File: src/rtl/fft_logpwr.sv
// Streaming log-power stage: complex FFT bin -> 8-bit log2 pixel index
// {exponent[4:0], fraction[2:0]}, four registered stages with valid/ready and frame-last pass-through.
module fft_logpwr #(
    parameter int IW = 16
) (
    input  logic          i_clk,
    input  logic          i_areset_n,
    input  logic          i_valid,
    output logic          o_ready,
    input  logic [IW-1:0] i_real,
    input  logic [IW-1:0] i_imag,
    input  logic          i_last,
    output logic          o_valid,
    input  logic          i_ready,
    output logic [7:0]    o_pixel,
    output logic          o_last
);
    localparam int PW = 2 * IW;

    // Handshake: input transfers on i_valid && o_ready, output transfers on
    // o_valid && i_ready. The whole pipeline advances together on ce; while
    // o_valid && !i_ready everything, including o_pixel/o_last, holds.
    logic ce;
    assign ce      = !o_valid || i_ready;
    assign o_ready = ce;

    logic [IW-1:0] mag_re, mag_im;
    logic [PW-2:0] ext_re, ext_im;
    logic [PW-2:0] sq_re_next, sq_im_next;

    // Magnitude is taken first so -2^(IW-1) squares exactly in PW-1 unsigned bits.
    always_comb begin
        mag_re     = i_real[IW-1] ? ((~i_real) + IW'(1)) : i_real;
        mag_im     = i_imag[IW-1] ? ((~i_imag) + IW'(1)) : i_imag;
        ext_re     = (PW-1)'(mag_re);
        ext_im     = (PW-1)'(mag_im);
        sq_re_next = ext_re * ext_re;
        sq_im_next = ext_im * ext_im;
    end

    logic          v1, v2, v3;
    logic          l1, l2, l3;
    logic [PW-2:0] sq_re, sq_im;
    logic [PW-1:0] pwr;
    logic [4:0]    exp3;
    logic [2:0]    frac3;
    logic          zero3;

    logic [4:0]    msb;
    logic [PW+2:0] shifted;
    logic [2:0]    frac_next;

    // Leading-one detect; shifting {P,000} right by the MSB index leaves the
    // three bits below the MSB (zero-padded when MSB < 3) in the low bits.
    always_comb begin
        msb = 5'd0;
        for (int i = 0; i < PW; i++) begin
            if (pwr[i]) msb = 5'(i);
        end
        shifted   = {pwr, 3'b000} >> msb;
        frac_next = shifted[2:0];
    end

    always_ff @(posedge i_clk or negedge i_areset_n) begin
        if (!i_areset_n) begin
            v1      <= 1'b0;
            v2      <= 1'b0;
            v3      <= 1'b0;
            o_valid <= 1'b0;
            l1      <= 1'b0;
            l2      <= 1'b0;
            l3      <= 1'b0;
            o_last  <= 1'b0;
            sq_re   <= '0;
            sq_im   <= '0;
            pwr     <= '0;
            exp3    <= 5'd0;
            frac3   <= 3'd0;
            zero3   <= 1'b1;
            o_pixel <= 8'h00;
        end else if (ce) begin
            v1      <= i_valid;
            l1      <= i_valid && i_last;
            sq_re   <= sq_re_next;
            sq_im   <= sq_im_next;

            v2      <= v1;
            l2      <= l1;
            pwr     <= PW'(sq_re) + PW'(sq_im);

            v3      <= v2;
            l3      <= l2;
            exp3    <= msb;
            frac3   <= frac_next;
            zero3   <= (pwr == '0);

            // Bubbles always present a zero pixel.
            o_valid <= v3;
            o_last  <= v3 && l3;
            o_pixel <= (v3 && !zero3) ? {exp3, frac3} : 8'h00;
        end
    end
endmodule

File: config.mk
export PLATFORM = sky130hd
export DESIGN_NAME = fft_logpwr
export DESIGN_NICKNAME = d
export VERILOG_FILES = /design/src/rtl/fft_logpwr.sv
export SDC_FILE = /design/constraint.sdc
export NUM_CORES = 1
export LEC_CHECK = 0
export ABC_AREA = 1
export BUFFER_PORTS_ARGS = -buffer_cell sky130_fd_sc_hd__buf_2
export CAP_MARGIN = 15
export CORE_MARGIN = 4
export CORE_UTILIZATION = 50
export CTS_BUF_LIST = sky130_fd_sc_hd__clkbuf_4
export DETAILED_ROUTE_END_ITERATION = 8
export PLACE_DENSITY = 0.7
export SKIP_LAST_GASP = 1
export SLEW_MARGIN = 20
export SYNTH_ARGS = -nofsm -noshare
export SYNTH_HDL_FRONTEND = slang
export SYNTH_SLANG_ARGS = --single-unit
File: constraint.sdc
create_clock -name i_clk -period 5.5 [get_ports i_clk]
set_input_delay 0.825 -clock i_clk [delete_from_list [all_inputs] [get_ports i_clk]]
set_output_delay 0.825 -clock i_clk [all_outputs]
set_load 0.03 [all_outputs]
# [Yosys cells after proc, flatten, opt, wreduce, memory -nomap -nowiden]
# Cells that the tools add are included.
[classes] n_addsub=3 n_mul=2 shifts=1 n_mux=34 n_bitwise=2 reduce_logical=7
[ops] op="5-bit 2-to-1 mux" count=30
[ops] op="16-bit by 16-bit multiplier with 31-bit output" count=2
[ops] op="35-bit by 5-bit right shift with 3-bit output" count=1
[ops] op="16-bit by 1-bit adder with 16-bit output, second input constant" count=2
[ops] op="31-bit by 31-bit adder with 32-bit output" count=1
[ops] op="32-bit zero test" count=1
[ops] op="16-bit 2-to-1 mux" count=2
[ops] op="16-bit NOT" count=2
[ops] op="8-bit 2-to-1 mux" count=1
[ops] op="1-bit logical AND" count=3
[ops] op="1-bit zero test" count=2
[ops] op="1-bit logical OR" count=1
[ops] op="1-bit 2-to-1 mux" count=1
[totals] register_bits=119 inputBits=37 output_inout_bits=11 word_cells=64

# [Logic depth before layout (Yosys ltp)]
# Gate-level depths: netlist of the first run.
[logic_depth] word_depth=32 mapped_depth=44 depth_no_buf=43

# [Worst setup path before layout of the first run]
# No wires, ideal clock.
[synth_timing] path_kind="input port to flip-flop" startpoint="input port i_real[0]" endpoint="register sq_re[30]" setup_ns=0.130 arrival_ns=7.787 t_required_ns=5.370 path_slack_ns=-2.416 stages=42 n_path_buf=1 cell_sequence="clkinv_1 clkbuf_1 ha_1 inv_1 nor3_1 inv_1 nor3_1 nand2_1 nand2_1 nand2_1 inv_1 o21ai_0 or2_2 nand2_1 inv_1 nor2_1 inv_1 fa_1 [... 6 more ...] fa_1 inv_1 ha_1 a21oi_1 o21ai_0 a21oi_2 nor3_2 nor2_1 o21ai_2 nand2_1 nand2_1 nand2_1 nand2_1 nand2_1 nand2_1 a21oi_1 xor2_1 o21ai_1"
[synth_via] elab_chain_cells=4
[synth_rtl] item="start, declared" line="10" source="input logic [IW-1:0] i_real,"
[synth_rtl] item="16-bit NOT" line="33" source="mag_re = i_real[IW-1] ? ((~i_real) + IW'(1)) : i_real;"
[synth_rtl] item="16-bit by 1-bit adder with 16-bit output" line="33"
[synth_rtl] item="16-bit 2-to-1 mux (*)" line="33"
[synth_rtl] item="16-bit by 16-bit multiplier with 31-bit output (*)" line="37" source="sq_re_next = ext_re * ext_re;"
[synth_rtl] item="end signal, assigned" line="84" source="sq_re <= sq_re_next;"
[synth_rtl] item="end, declared" line="43" source="logic [PW-2:0] sq_re, sq_im;"
# Every way passes the cells marked *; elsewhere a longest branch is shown, timed or not.
# A chain may end at the register's enable or synchronous reset.

# [Worst setup path after layout of the first run]
[layout_timing] startpoint="input port i_imag[0]" endpoint="register sq_im[29]"
[layout_via] elab_chain_cells=4
[layout_rtl] item="start, declared" line="11" source="input logic [IW-1:0] i_imag,"
[layout_rtl] item="16-bit NOT" line="34" source="mag_im = i_imag[IW-1] ? ((~i_imag) + IW'(1)) : i_imag;"
[layout_rtl] item="16-bit by 1-bit adder with 16-bit output" line="34"
[layout_rtl] item="16-bit 2-to-1 mux (*)" line="34"
[layout_rtl] item="16-bit by 16-bit multiplier with 31-bit output (*)" line="38" source="sq_im_next = ext_im * ext_im;"
[layout_rtl] item="end signal, assigned" line="85" source="sq_im <= sq_im_next;"
[layout_rtl] item="end, declared" line="43"
# Marks and branches as above.

==> results of run 1 <==
logic make-up (layout without fill, tap and decap cells):
logic type                 count (synthesis)  count (layout)
and+or+nand+nor                          876             876
adders and majority gates                544             544
AOI/OAI and AO/OA                        294             294
other                                      2              24
xor gates and xnor gates                  74              74
buffers and inverters                    648            1078
DFF                                      117             117
state kept, by name, summed over array words and instances (netlist names), 3 cells and up:
name and count:
pwr 32, sq_im 30, sq_re 30, o_pixel 8, exp3 5, frac3 3
worst max path at each step:
| stage | to | start | slack (ps) | cells past startpoint |
|---|---|---|---|---|
| 2_1_floorplan | sq_im[29]$_DFFE_PN0P_ | i_imag[0] | -1710 | 40 |
| 3_3_place_gp | sq_im[29]$_DFFE_PN0P_ | i_imag[0] | -2080 | 41 |
| 3_5_place_dp | sq_im[29]$_DFFE_PN0P_ | i_imag[0] | -2230 | 37 |
| 4_1_cts | sq_im[29]$_DFFE_PN0P_ | i_imag[0] | -1430 | 41 |
| 5_1_grt | sq_im[29]$_DFFE_PN0P_ | i_imag[0] | -1990 | 41 |
| 6_report | sq_im[29]$_DFFE_PN0P_ | i_imag[0] | -1700 | 41 |
critical path: cells and delay by family:
| kind | cells | cell delay, ps |
|---|---|---|
| buf+inv | 12 | 840 |
| fa+ha+maj | 8 | 3440 |
| compound gates | 9 | 1230 |
| simple gates | 12 | 1300 |
layout make-up:
type                       instances  area [µm²]
clock buffer                      17         128
clock inverter                    15         191
inverter                         594        2350
tap                              532         666
sequential                       117        2930
fill                            3296       14500
multi-input combinational       1812       16600
timing repair buffer             452        3480
synth_stat cells, types with 2 or more instances:
cell	number	area (µm²)
sky130_fd_sc_hd__o21ai_0	130	651
sky130_fd_sc_hd__buf_1	3	11.3
sky130_fd_sc_hd__a21oi_1	86	430
sky130_fd_sc_hd__or2_1	2	12.5
sky130_fd_sc_hd__a31oi_1	7	43.8
sky130_fd_sc_hd__inv_1	576	2160
sky130_fd_sc_hd__nand2_1	469	1760
sky130_fd_sc_hd__a21boi_2	2	22.5
sky130_fd_sc_hd__a22o_1	2	17.5
sky130_fd_sc_hd__xnor2_1	39	342
sky130_fd_sc_hd__ha_1	214	2680
sky130_fd_sc_hd__inv_2	3	11.3
sky130_fd_sc_hd__buf_2	3	15.0
sky130_fd_sc_hd__o21ai_2	8	70.1
sky130_fd_sc_hd__buf_4	2	15.0
sky130_fd_sc_hd__dfrtp_1	116	2900
sky130_fd_sc_hd__or2_2	24	150
sky130_fd_sc_hd__clkinv_1	15	56.3
sky130_fd_sc_hd__nor4_1	6	37.5
sky130_fd_sc_hd__nor2_1	218	818
sky130_fd_sc_hd__xor2_1	35	307
sky130_fd_sc_hd__buf_6	3	33.8
sky130_fd_sc_hd__conb_1	2	7.51
sky130_fd_sc_hd__o31ai_1	5	37.5
sky130_fd_sc_hd__o211ai_1	2	15.0
sky130_fd_sc_hd__fa_1	330	6610
sky130_fd_sc_hd__a21o_1	6	45.0
sky130_fd_sc_hd__clkbuf_1	42	158
sky130_fd_sc_hd__nand2_2	11	68.8
sky130_fd_sc_hd__nor3_1	24	120
sky130_fd_sc_hd__nand4_1	6	37.5
sky130_fd_sc_hd__nand3_1	104	521
sky130_fd_sc_hd__nand3b_1	8	60.1
sky130_fd_sc_hd__o21bai_1	5	37.5
sky130_fd_sc_hd__o22ai_1	5	31.3
sky130_fd_sc_hd__o21ai_1	16	80.1
sky130_fd_sc_hd__a21oi_2	12	105
timing repair:
action,CTS,global route
buffers inserted,37,30
hold endpoints to repair,0,0
resized for setup,90,125
pin swaps,77,93
endpoints found under the setup margin,44,45
metal layers:
layer / GRT usage (%) / vias up / wire length [µm]
met1: 32.3 / 8754 / 21900
met4: 5.43 / 0 / 1100
met5: 0 / - / 0
met3: 2.85 / 77 / 2670
met2: 41.0 / 422 / 26100
li1: - / 8641 / -
through the flow:
step           hold slack [ps]  cells  util (%)  setup TNS, ps
2_1_floorplan              442   2577         -         -43920
3_3_place_gp               460   3459      60.7         -64080
3_5_place_dp               467   3459      60.7         -69370
4_1_cts                    396   3518      62.8         -36970
5_1_grt                    263   3539      64.6         -53430
6_report                   248   3539      64.6         -42520
==> parameters.txt, run 1 <==
Parameter                              Value

Timing
  Slew headroom    about 28%
  Transition time of the tightest slew-check pin    1070 ps
  Fin crit share    131%
  Maximum achievable frequency    139 MHz
  Post-Route Skew    between 20 and 25 ps
  Number of setup violations in the final report    a little over 40
  Final Hold Viols    0
  Setup repair after global routing missed its margin    true
  Final critical path time including I/O delays and setup    7200 ps
  Max-slew violation total from the final report    0
  PnR worst setup slack    -1700 ps

Placement
  Number of I/O port buffers    47
  Setup WS pre-CTS    -2230 ps
  DP HPWL    around 43000 µm
  Gpl congestion    ~0.92
  Area of placed instances    ~25000 µm²

Setup path
  Critical path fanouts, max    3
  Kind of critical path    input pin to flop
  Cell at the slowest stage of the critical path    sky130_fd_sc_hd__fa_1
  Most frequent cell on the critical path    sky130_fd_sc_hd__fa_1
  Worst setup slack for register-to-register paths    around 2100 ps
  Setup crit end kind    flop
  Worst setup SP type    input pin
  Worst Path Arrival    roughly 7700 ps
  Largest stage delay on the critical path    ~530 ps
  Logic depth of the worst register-to-register path    26
  FF-to-FF Start    sq_re[3]$_DFFE_PN0P_
  Worst endpoint required time    about 6000 ps
  Destination of the worst register-to-register timing path    pwr[26]$_DFFE_PN0P_

Floorplanning
  Boundary Pins    between 40 and 50
  Die extent in y    between 200 and 250 µm
  Area of the core region    roughly 41000 µm²
  Chip Width    211 µm
  Full die area    between 40000 and 50000 µm²
  Initial standard-cell utilization of the core    50.6%
  Num rows    74

Global routing
  Gr ovfl total    0
  First-pass GRT wire length    between 80000 and 90000 µm
  Number of global-route vias before repair    approximately 19000
  Number of antenna violations at the first check in global routing    0
  Pin count of the biggest net entering global routing    around 120
  Total GRT Usage    around a quarter

Routing
  Count of TritonRoute iterations in the first routing pass    5
  Detailed-route wire length per cell    about 15 µm
  Routed vias/inst    about 5.1
  Post-Route WL    just over 50000 µm
  Via count    around 18000
  Number of nets with antenna violations after routing    0
  Number of violations reported at the end of detailed-routing iteration 0    roughly 1000
  Count of unresolved DRC violations after routing    0

Yosys
  Dominant combinational cell family by area after synthesis    adder cells
  Proportion of register bits with asynchronous set or reset after synthesis    100%
  Synthesis-stage register bit count    117
  Synth Instances    2555
  Fraction of the mapped netlist area in compound gates    about 8.1%
  Sequential area share after synthesis    between 10% and 20%
  Xor/xnor cell area share of the yosys netlist    ~3.1%
  Average footprint of a synthesized cell    around 8 µm²
  Count of flip-flops with a built-in enable after synthesis    0
  Multiplexer area fraction after synthesis    0%
  Total number of yosys warnings    0
  Post-Syn Area    around 21000 µm²
  Simple-gate portion of the synthesized area    17.6%
  Count of unique library cells instantiated by Yosys    51
  Dominant register cell in the synthesized netlist    sky130_fd_sc_hd__dfrtp_1
  Adder-cell share of the synthesized area    45.0%

Clock network
  Max Root-Sink Buffers    2
  Clock buffer count from CTS    17
  TritonCTS clock tree    built
  H-tree lvl count    4
  Clock latency of the later-clocked register in the worst-skew pair    between 500 and 600 ps
  Clock tree sinks    roughly 120
  Cell chosen for the clock root    sky130_fd_sc_hd__clkbuf_4
  CTS clk-pin slew, worst paths    roughly 130 ps
  # hold bufs at CTS    0

Final layout
  Most frequent standard cell in the layout excluding fill and tap cells    sky130_fd_sc_hd__inv_1
  Fin area    between 20000 and 30000 µm²
  Layout overhead on the synthesized area    27.8%
  Top library cells by usage in the layout, fill and taps aside    sky130_fd_sc_hd__inv_1, sky130_fd_sc_hd__nand2_1, sky130_fd_sc_hd__buf_4
  Number of diodes added for antenna fixing    0
  Final-stage net count    around 3600
  Share of post-route cells with drive strength above 1    roughly a quarter

Run
  Max_cap viols    0

Hold path
  Type of the tightest min-delay check    input pin to async pin

Status
  Violated checks    negative setup slack
  Status    finished with violations
Power of run 1 is not shown: default switching activity piles up to over one toggle a cycle in this logic, so the estimate is an artifact.
==> run 2, diff against run 1 <==
- CORE_UTILIZATION: 50 -> 60
- PLACE_DENSITY: 0.7 -> 0.81
==> run 2 against run 1 <==
Effect of this change:
- the flow still finishes with violations (negative setup slack)
- wire length up 20%
- first-iteration DRC count is 79% higher
- worst hold slack gained 27 ps
- global-route usage up 6.4 points
- count of clock-buffer cells in the layout stayed put
- clock skew rose by 9.0 ps
- die area down 16%
- final cell count shrank 1.8%
- via count increased by 9.5%
- non-clock buffer count increased by 21
==> parameters.txt, run 2 (synthesized netlist as in run 1, its figures left out) <==
Parameter                              Value

Setup path
  Critical path fanouts, max    3 (unchanged)
  Critical path startpoint    i_imag[1]
  Setup crit end kind    flop
  Critical path buffer and inverter count    11 (-1)
  Family with the most delay on the worst path    adder cells
  Cell at the slowest stage of the critical path    sky130_fd_sc_hd__fa_1
  Kind of critical path    input pin to flop
  Worst setup SP type    input pin
  Largest stage delay on the critical path    590 ps (+60 ps)
  Worst setup slack for register-to-register paths    1830 ps (-230 ps)
  Most frequent cell on the critical path    sky130_fd_sc_hd__fa_1
  Worst endpoint required time    5980 ps (+20 ps)
  Worst Path Arrival    7820 ps (+160 ps)
  FF-to-FF Start    sq_im[8]$_DFFE_PN0P_

Status
  Status    finished with violations
  Violated checks    negative setup slack

Routing
  Count of TritonRoute iterations in the first routing pass    9 (+4)
  Number of nets with antenna violations after routing    0 (unchanged)
  Routed vias/inst    5.63 (+11%)
  Count of unresolved DRC violations after routing    0 (unchanged)
  Number of violations reported at the end of detailed-routing iteration 0    1831 (+79%)
  Post-Route WL    61800 µm (+20%)
  Detailed-route wire length per cell    17.8 µm (+22%)
  Via count    19587 (+9.5%)

Clock network
  Clock buffer count from CTS    17 (unchanged)
  H-tree lvl count    4 (unchanged)
  Cell chosen for the clock root    sky130_fd_sc_hd__clkbuf_4
  Clock latency of the later-clocked register in the worst-skew pair    550 ps (-20 ps)
  TritonCTS clock tree    built
  # hold bufs at CTS    0 (unchanged)
  Max Root-Sink Buffers    2 (unchanged)
  CTS clk-pin slew, worst paths    150 ps (+20 ps)
  Clock tree sinks    117 (unchanged)

Final layout
  Final-stage net count    3596 (+0.59%)
  Most frequent standard cell in the layout excluding fill and tap cells    sky130_fd_sc_hd__inv_1
  Number of standard cells in the final layout excluding fillers    3477 (-1.8%)
  Share of post-route cells with drive strength above 1    26.9% (+0.54 points)
  Fin area    26400 µm² (+0.22%)
  Reg with most FFs    pwr
  Post-layout util    78.4% (+14 points)
  Leading registers by flop count    pwr x32, sq_im x30, sq_re x30
  Layout overhead on the synthesized area    28.0%
  Flip-flop count of the largest register after layout    32 (unchanged)
  Top library cells by usage in the layout, fill and taps aside    sky130_fd_sc_hd__inv_1, sky130_fd_sc_hd__nand2_1, sky130_fd_sc_hd__buf_4
  Final-layout fill cell count    1988 (-40%)

Timing
  Final Hold Viols    0 (unchanged)
  Max-slew violation total from the final report    0 (unchanged)
  Transition time of the tightest slew-check pin    1120 ps (+40.9 ps)
  Fin crit share    133% (+2.6 points)
  Post-Route Skew    30.7 ps (+8.95 ps)
  Final critical path time including I/O delays and setup    7340 ps (+142 ps)
  Number of setup violations in the final report    44 (+7.3%)
  Setup repair after global routing missed its margin    true
  Worst hold slack    276 ps (+27.3 ps)
  Slew headroom    25.5% (-2.8 points)
  PnR worst setup slack    -1840 ps (-142 ps)
  Maximum achievable frequency    136 MHz (-1.9%)

Floorplanning
  Full die area    37400 µm² (-16%)
  Initial standard-cell utilization of the core    61.3% (+11 points)
  Area of the core region    33700 µm² (-17%)
  Die extent in y    194 µm (-8.4%)
  Chip Width    194 µm (-8.4%)
  Num rows    67 (-9.5%)
  Boundary Pins    48 (unchanged)

Placement
  DP HPWL    44100 µm (+3.1%)
  Number of I/O port buffers    47 (unchanged)
  Cell count after placement    3377 (-2.4%)
  Area of placed instances    24700 µm² (-0.41%)
  Gpl congestion    0.951 (+3.3%)

Global routing
  Number of antenna violations at the first check in global routing    0 (unchanged)
  Gr ovfl total    0 (unchanged)
  Total GRT Usage    30.2% (+6.4 points)
  First-pass GRT wire length    94600 µm (+7.6%)
  Number of global-route vias before repair    20249 (+6.6%)
  Pin count of the biggest net entering global routing    104 (-15%)

Hold path
  Type of the tightest min-delay check    input pin to async pin

Run
  Max_cap viols    0 (unchanged)
run 2: changes by cell type in the layout (fill, tap and decap cells not counted), moves of 4 or more:
cell	change
sky130_fd_sc_hd__ha_1	+5
sky130_fd_sc_hd__buf_4	+20
sky130_fd_sc_hd__nand2_1	-5
sky130_fd_sc_hd__nor2_2	-6
sky130_fd_sc_hd__ha_4	-6
sky130_fd_sc_hd__nand2_4	+8
sky130_fd_sc_hd__inv_8	+5
sky130_fd_sc_hd__xor2_2	-4
run 2: path summary, 6_finish.rpt:
| check | endpoint | cells past startpoint |
|---|---|---|
| worst min register to register | v2$_DFFE_PN0P_ | 2 |
| worst max-delay path | sq_im[29]$_DFFE_PN0P_ | 40 |
| worst max register to register | pwr[29]$_DFFE_PN0P_ | 19 |
| worst min-delay path | l1$_DFFE_PN0P_ | 1 |
| min in group i_clk | v1$_DFFE_PN0P_ | 3 |
| max in group asynchronous | sq_im[19]$_DFFE_PN0P_ | 2 |
run 2: metal layers:
metal  GRT usage [%]  share of wire (%)  vias to the layer above  wire length [µm]
met5               0                  0                        -                 0
met4            10.4                5.6                        0              3480
met3            4.87                7.9                      320              4880
met2            53.8                 51                     1015             31400
met1            37.4                 36                     9559             22000
li1                -                  -                     8693                 -
run 2: area by class of cell:
cell class	instances	area, µm²	share of cell area, %
Timing Repair Buffer	473	3630	13.7
Sequential cell	117	2930	11.1
Clock buffer	17	128	0.483
Inverter	594	2350	8.91
Tap cell	448	561	2.12
Multi-Input combinational cell	1812	16600	63.0
Clock inverter	15	186	0.705
Antenna cell	1	2.50	0.00947
run 2: stage by stage:
stage                     worst slack [ps]  TNS (ps)
after global placement               -2110    -64170
after CTS                            -1520    -39000
final                                -1840    -53150
after global routing                 -2090    -60780
after floorplan                      -1710    -43920
after detailed placement             -2270    -72290
run 2: what timing repair did:
action / CTS / global route
setup buffers: 58 / 35
pin swaps: 103 / 96
setup endpoints to repair: 44 / 46
resized for setup: 129 / 111
Power of run 2 is left out for the same reason.
